## config.mk

```make
export PLATFORM = sky130hd
export DESIGN_NAME = spi_temp_reader
export DESIGN_NICKNAME = d
export VERILOG_FILES = /design/src/rtl/spi_temp_reader.sv
export SDC_FILE = /design/constraint.sdc
export NUM_CORES = 1
export LEC_CHECK = 0
export CORE_MARGIN = 4
export CORE_UTILIZATION = 52
export DETAILED_ROUTE_END_ITERATION = 8
export GPL_TIMING_DRIVEN = 0
export PLACE_DENSITY_LB_ADDON = 0.25
export SLEW_MARGIN = 10
export SYNTH_ARGS = -nofsm -noshare
export SYNTH_HDL_FRONTEND = slang
export SYNTH_SLANG_ARGS = --single-unit
```

## constraint.sdc

```tcl
create_clock -name clk -period 3.2 [get_ports clk]
set_clock_uncertainty 0.1 [all_clocks]
set_input_delay 0.32 -clock clk [delete_from_list [all_inputs] [get_ports clk]]
set_output_delay 0.32 -clock clk [all_outputs]
set_load 0.1 [all_outputs]
```

## src/rtl/spi_temp_reader.sv

```systemverilog
// spi_temp_reader: SPI mode-0 master reading one 16-bit sensor frame and clamping its integer field to 0..99
module spi_temp_reader #(
    parameter int CLK_DIV    = 4,
    parameter int FRAME_BITS = 16
) (
    input  logic        clk,
    input  logic        reset,
    input  logic        start,
    input  logic        spi_miso,
    output logic        spi_sclk,
    output logic        spi_cs_n,
    output logic        busy,
    output logic        valid,
    output logic [6:0]  temp_bin,
    output logic        temp_neg,
    output logic        temp_ovr,
    output logic [15:0] raw_frame
);
    localparam logic [2:0] IDLE = 3'd0, LOW = 3'd1, HIGH = 3'd2, HOLD = 3'd3, DONE = 3'd4;
    localparam logic [7:0] DIV_M1 = 8'(CLK_DIV - 1);
    localparam logic [4:0] NBITS = 5'(FRAME_BITS);

    logic [2:0]  state_q, state_d;
    logic [7:0]  cnt_q, cnt_d;
    logic [4:0]  bits_q, bits_d;
    logic [15:0] shift_q, shift_d, raw_q, raw_d;
    logic [6:0]  bin_q, bin_d;
    logic        sclk_q, sclk_d, cs_n_q, cs_n_d, busy_q, busy_d, valid_q, valid_d;
    logic        neg_q, neg_d, ovr_q, ovr_d;
    logic        tick, timed;
    logic [6:0]  field;

    assign tick  = cnt_q == DIV_M1;
    assign timed = state_q == LOW || state_q == HIGH || state_q == HOLD;
    assign field = shift_q[14:8];

    always_comb begin
        state_d = state_q;
        cnt_d   = timed ? (tick ? 8'd0 : cnt_q + 8'd1) : 8'd0;
        bits_d  = bits_q;
        shift_d = shift_q;
        raw_d   = raw_q;
        bin_d   = bin_q;
        neg_d   = neg_q;
        ovr_d   = ovr_q;
        sclk_d  = sclk_q;
        cs_n_d  = cs_n_q;
        busy_d  = busy_q;
        valid_d = 1'b0;
        case (state_q)
            IDLE: if (start) begin
                state_d = LOW;
                cs_n_d  = 1'b0;
                busy_d  = 1'b1;
                bits_d  = 5'd0;
            end
            LOW: if (tick) begin
                state_d = HIGH;
                sclk_d  = 1'b1;
                shift_d = {shift_q[14:0], spi_miso};
                bits_d  = bits_q + 5'd1;
            end
            HIGH: if (tick) begin
                sclk_d  = 1'b0;
                state_d = bits_q == NBITS ? HOLD : LOW;
            end
            HOLD: if (tick) begin
                state_d = DONE;
                cs_n_d  = 1'b1;
                valid_d = 1'b1;
                raw_d   = shift_q;
                neg_d   = shift_q[15];
                ovr_d   = !shift_q[15] && field > 7'd99;
                bin_d   = shift_q[15] ? 7'd0 : (field > 7'd99 ? 7'd99 : field);
            end
            DONE: begin
                state_d = IDLE;
                busy_d  = 1'b0;
            end
            default: state_d = IDLE;
        endcase
    end

    always_ff @(posedge clk) begin
        if (reset) begin
            state_q <= IDLE;
            cnt_q   <= 8'd0;
            bits_q  <= 5'd0;
            shift_q <= 16'd0;
            raw_q   <= 16'd0;
            bin_q   <= 7'd0;
            neg_q   <= 1'b0;
            ovr_q   <= 1'b0;
            sclk_q  <= 1'b0;
            cs_n_q  <= 1'b1;
            busy_q  <= 1'b0;
            valid_q <= 1'b0;
        end else begin
            state_q <= state_d;
            cnt_q   <= cnt_d;
            bits_q  <= bits_d;
            shift_q <= shift_d;
            raw_q   <= raw_d;
            bin_q   <= bin_d;
            neg_q   <= neg_d;
            ovr_q   <= ovr_d;
            sclk_q  <= sclk_d;
            cs_n_q  <= cs_n_d;
            busy_q  <= busy_d;
            valid_q <= valid_d;
        end
    end

    assign spi_sclk  = sclk_q;
    assign spi_cs_n  = cs_n_q;
    assign busy      = busy_q;
    assign valid     = valid_q;
    assign temp_bin  = bin_q;
    assign temp_neg  = neg_q;
    assign temp_ovr  = ovr_q;
    assign raw_frame = raw_q;
endmodule

```

**Word-level counts from Yosys, hierarchy flattened**

Index checks and enable logic that the tools add are counted.

- Add/sub/neg operators: 2
- Muxes and demuxes: 19
- Reductions and logical operators: 18
- Equality and inequality tests: 10
- Magnitude comparators: 1
- Bitwise operators: 2

Operators with widths:

| operator | number |
|---|---|
| two-way mux 7 bit | 2 |
| two-way mux 3 bit | 4 |
| case mux 3 bit (4 select lines) | 1 |
| two-way mux 5 bit | 2 |
| case mux 5 bit (2 select lines) | 1 |
| AND reduction 3 bit | 3 |
| adder 8 x 1 -> 8 bit, second input constant | 1 |
| == test 8 x 2 -> 1 bit, second input constant | 1 |
| inequality test 2 bit, second input constant | 4 |
| nonzero test 2 bit | 4 |
| > comparator 7 bit, second input constant | 1 |
| == test 3 x 2 -> 1 bit, second input constant | 2 |
| case mux 1 bit (2 select lines) | 3 |
| AND reduction 2 bit | 3 |
| adder 5 x 1 -> 5 bit, second input constant | 1 |
| == test 5 bit, second input constant | 1 |
| two-way mux 1 bit | 5 |
| AND reduction 4 bit | 1 |
| == test 3 x 1 -> 1 bit, second input constant | 1 |
| == test 3 bit, second input constant | 1 |
| zero test 3 bit | 1 |
| OR reduction 3 bit | 1 |
| logical OR 1 bit | 2 |
| two-way mux 2 bit | 1 |
| 4 further kinds | 5 |

- Output and inout bits: 29
- Input port bits: 4
- Logic and storage cells: 64
- Register bits: 61

**Depth between registers and ports, before layout**

- Depth in word-level cells: 5
- Gate-level depth with buffers: 7
- Depth with buffers taken out: 5

**Worst setup path after synthesis**

No wires, ideal clock.

- Path type: flip-flop to flip-flop
- From: reg cnt_q[0]
- To: reg shift_q[15]
- Path buffers: 2
- Clock period less this slack: 1967 ps
- Cell stages (with the launch flop): 7
- Setup slack: 1233 ps
- Data required time: 3028 ps
- Data arrival time: 1795 ps
- Setup time: 72 ps
- Cells stage by stage: dfxtp_1 ha_1 or4b_4 nor4_4 buf_6 buf_12 mux2i_1

- Longest elaborated chain between the ends: 2

Ends and longest elaborated chain:

| item | line | text |
|---|---|---|
| from (decl) | 24 | `logic [7:0] cnt_q, cnt_d;` |
| from (signal assigned) | 100 | `cnt_q <= cnt_d;` |
| == test 8 x 2 -> 1 bit | 33 | `assign tick = cnt_q == DIV_M1;` |
| AND reduction 2 bit (no source line) | -- |  |
| to (signal assigned) | 102 | `shift_q <= shift_d;` |
| to (decl) | 26 | `logic [15:0] shift_q, shift_d, raw_q, raw_d;` |

Every way passes these cells.
A chain may end at the register's enable or synchronous reset.

**Worst setup path after layout**

- From: reg raw_q[15] (netlist: raw_frame[15])
- To: out raw_frame[15]

RTL lines:

| item | line | text |
|---|---|---|
| from (decl) | 26 |  |
| from (signal assigned) | 103 | `raw_q <= raw_d;` |
| to (decl) | 17 | `output logic [15:0] raw_frame` |

No word-level cell between the ends.

==> run_results.csv <==
group,metric,value,unit
placed_design,postPlaceCellArea,3060,sq um
setup_path,crit_path_start,"raw_frame[15]$_SDFFE_PP0P_",
grt,globalRouteOverflowTotal,0,
final_layout,num_antenna_cells,0,
placed_design,place.gp.congestion,0.793,
worst_hold_path,worstHoldPathType,"register to register",
floorplanning,dieWidth,79.5,um
floorplanning,core.rowCount,25,
sta,grt_setup_unrepaired,"no",
setup_path,crit_required,2.78,ns
yosys,ys_warn_count,0,
sta,endpoints_failing_hold,0,
floorplanning,die_area,6320,sq um
clocking,cts.repair.resized,0,
setup_path,r2r_slack,1.03,ns
sta,totalNegativeSetupSlack,0,ns
clocking,htreeDepth,3,
clocking,cts.path.max_buffers,2,
yosys,count_of_different_cell_masters_after_synthesis,39,
setup_path,worst-setup-path-type,"register to primary output",
setup_path,timing.rr.end,"shift_q[3]$_SDFFE_PP0P_",
clocking,postCtsHoldBufs,0,
yosys,seq_area_frac_synth,45.2,%
yosys,synth_common_cells,"60 x sky130_fd_sc_hd__dfxtp_1, 45 x sky130_fd_sc_hd__nand2b_1, 42 x sky130_fd_sc_hd__mux2i_1, 11 x sky130_fd_sc_hd__clkbuf_1, 10 x sky130_fd_sc_hd__a21oi_1",
clocking,clock_root_cell,"sky130_fd_sc_hd__clkbuf_8",
sta,final_critical_path_setup_slack,0.840,ns
yosys,async_set_reset_flop_share_out_of_synthesis,0,%
pwr,peakVddDrop,282,uV
setup_path,crit_path_end,"raw_frame[15]",
yosys,synth.most_common_cell,"sky130_fd_sc_hd__dfxtp_1",
sta,worst_slew_pin_slew,0.988,ns
detailed_routing,drc,0,
floorplanning,die_y,79.5,um
final_layout,final_net_count,313,
setup_path,worstPathArrival,1.94,ns
pwr,power.density_cell_area,460,nW/um^2
yosys,synth_cells,263,
yosys,postSynthAreaPerCell,10.1,sq um
yosys,dominantRegCellSynth,"sky130_fd_sc_hd__dfxtp_1",
setup_path,worst_r2r_src,"cnt_q[0]$_SDFF_PP0_",
sta,finalSetupViolCount,0,
grt,globalRouteTotalUtil,18.5,%
clocking,cts.clk_slew.worst_paths,0.07,ns
yosys,synth_area_leader_cell,"sky130_fd_sc_hd__dfxtp_1",
detailed_routing,detailroute.via_count,1992,
setup_path,timing.critical_path.slowest_stage_cell,"sky130_fd_sc_hd__clkdlybuf4s50_1",
sta,timing.fmax,424,MHz
sta,max_slew_margin,33.9,%
yosys,mappedNetlistNets,270,
floorplanning,core,4850,sq um
pwr,p_leak,1.22,nW
detailed_routing,detail_route.iter0.violations,78,
setup_path,ff2ff_path_depth,6,
detailed_routing,antenna_left,0,
clocking,cts_post_setup_buffers_inserted,0,
yosys,synth_top_cell_area_share,45.2,%
setup_path,crit_fanout,3,
sta,final_period_minus_worst_setup_slack,2.36,ns
detailed_routing,finalWirelength,5170,um
final_layout,flow.area_growth_from_synthesis,22.5,%
grt,grt_pass1_vias,1857,
final_layout,post-route-cell-area,3250,sq um
clocking,clock_tree_from_tritoncts,"done",
grt,grt_antenna_before_repair,0,
detailed_routing,drtPass1Iterations,4,
setup_path,critical_path.max_stage_delay,1.11,ns
placed_design,detailedPlacementHpwl,3650,um
placed_design,placement.setup.worst_slack,1.04,ns
placed_design,port_buffers,32,
sta,timing.final.crit_share,73.8,%
grt,grt_pass1_wl,8970,um
placed_design,numPlacedInstances,362,
setup_path,timing.critical_path.cells,"buf_4, clkdlybuf4s50_1",
outcome,run_status,"finished clean",
final_layout,post_route_cells_drive_above_1_share,9.97,%
setup_path,crit_path_start_kind,"register",
grt,grt_start_max_net_pins,12,
clocking,tritoncts_num_sinks,60,
yosys,netlist_top_cells_area,"sky130_fd_sc_hd__dfxtp_1 45%, sky130_fd_sc_hd__mux2i_1 16%, sky130_fd_sc_hd__nand2b_1 11%",
detailed_routing,average_wire_length_per_cell_after_detail_routing,13.7,um
clocking,cts_buffers,9,
detailed_routing,detail_route.vias_per_cell,5.27,
job,cap_viol_max_count,0,
floorplanning,pin_count,33,
yosys,syn_area,2660,sq um
final_layout,layout.cells.non_filler,378,
floorplanning,initial_utilization,54.8,%
setup_path,critical_path.endpoint_type,"primary output",
sta,slew_viol_final,0,
yosys,synth.ff_latch_count,60,
yosys,synth-edff-count,0,
clocking,worstSkewPairLatency,0.34,ns
state kept, by name, summed over array words and instances, names as in the netlist:
name       cells
temp_ovr       1
temp_bin       7
shift_q       16
valid          1
spi_cs_n       1
cnt_q          8
busy           1
state_q        3
spi_sclk       1
raw_frame     16
bits_q         5
power breakdown:
part | total (mW) | internal (mW) | switching (mW)
Combinational | 0.0787 | 0.0278 | 0.0508
Sequential | 0.755 | 0.752 | 0.00347
Clock | 0.662 | 0.358 | 0.304
Total | 1.50 | 1.14 | 0.358
cell families after synthesis:
family	count (synthesis)	synth area share [%]
AO/OA/AOI/OAI	27	5.93
XOR/XNOR	3	0.989
adder cells (fa/ha/maj)	3	1.41
buffers and inverters	25	5.27
flip-flops	60	45.2
multiplexers	42	15.8
AND/OR/NAND/NOR	103	25.4
metal layers:
| metal | GRT usage (%) | share of wire [%] |
|---|---|---|
| met4 | 7.73 | 2.0 |
| met1 | 25.2 | 49 |
| met5 | 0 | 0 |
| met3 | 6.09 | 3.0 |
| met2 | 26.5 | 46 |
area by class of cell:
cell class	count	area, sq um
fillers	367	1590
multi-input cells	178	1320
flip-flops and latches	60	1200
repair buffers	32	320
clock buffers	10	128
plain buffers	19	118
well taps	67	83.8
clock inverters	6	65.1
inverters	6	22.5
critical path: cells and delay by family (launching register included):
kind,cells,cell delay [ns]
buf+inv,2,1.23
flops,1,0.37
metrics by stage:
step	util, %	power [mW]	hold WS, ns
after global placement	63.1	0.850	0.357
after floorplan	-	0.830	0.341
after CTS	67.1	1.51	0.370
after detailed placement	63.1	0.851	0.358
final	67.1	1.50	0.368
after global routing	67.1	1.55	0.384
worst min path at each step:
stage	slack, ns	cells past startpoint	end	start
4_1_cts	0.37	2	temp_bin[6]$_SDFFE_PP0P_	temp_bin[6]$_SDFFE_PP0P_
5_1_grt	0.38	2	temp_bin[6]$_SDFFE_PP0P_	temp_bin[6]$_SDFFE_PP0P_
2_1_floorplan	0.34	1	cnt_q[0]$_SDFF_PP0_	cnt_q[0]$_SDFF_PP0_
3_3_place_gp	0.36	2	temp_bin[6]$_SDFFE_PP0P_	temp_bin[6]$_SDFFE_PP0P_
6_report	0.37	2	temp_bin[6]$_SDFFE_PP0P_	temp_bin[6]$_SDFFE_PP0P_
3_5_place_dp	0.36	2	temp_bin[6]$_SDFFE_PP0P_	temp_bin[6]$_SDFFE_PP0P_
placed cells by master (no fill, tap or decap), types with 2 or more instances in the layout:
cell and n:
sky130_fd_sc_hd__a21oi_1 10, sky130_fd_sc_hd__mux2i_1 42, sky130_fd_sc_hd__nand4b_1 2, sky130_fd_sc_hd__dfxtp_1 60, sky130_fd_sc_hd__clkbuf_1 12, sky130_fd_sc_hd__xor2_1 2, sky130_fd_sc_hd__clkinvlp_4 4, sky130_fd_sc_hd__nand4_1 5
sky130_fd_sc_hd__buf_6 3, sky130_fd_sc_hd__buf_2 3, sky130_fd_sc_hd__o31ai_1 3, sky130_fd_sc_hd__a211oi_1 2, sky130_fd_sc_hd__inv_1 6, sky130_fd_sc_hd__nand3_1 6, sky130_fd_sc_hd__o21ai_0 8, sky130_fd_sc_hd__clkdlybuf4s50_1 32
sky130_fd_sc_hd__or3_1 4, sky130_fd_sc_hd__nor2b_1 4, sky130_fd_sc_hd__clkbuf_8 9, sky130_fd_sc_hd__nand2b_1 45, sky130_fd_sc_hd__ha_1 3, sky130_fd_sc_hd__nor4_1 6, sky130_fd_sc_hd__or3b_2 3, sky130_fd_sc_hd__nor2_1 9
sky130_fd_sc_hd__nand2_1 5, sky130_fd_sc_hd__nand3b_1 5
Note: power is estimated with default switching activity, not from simulation.
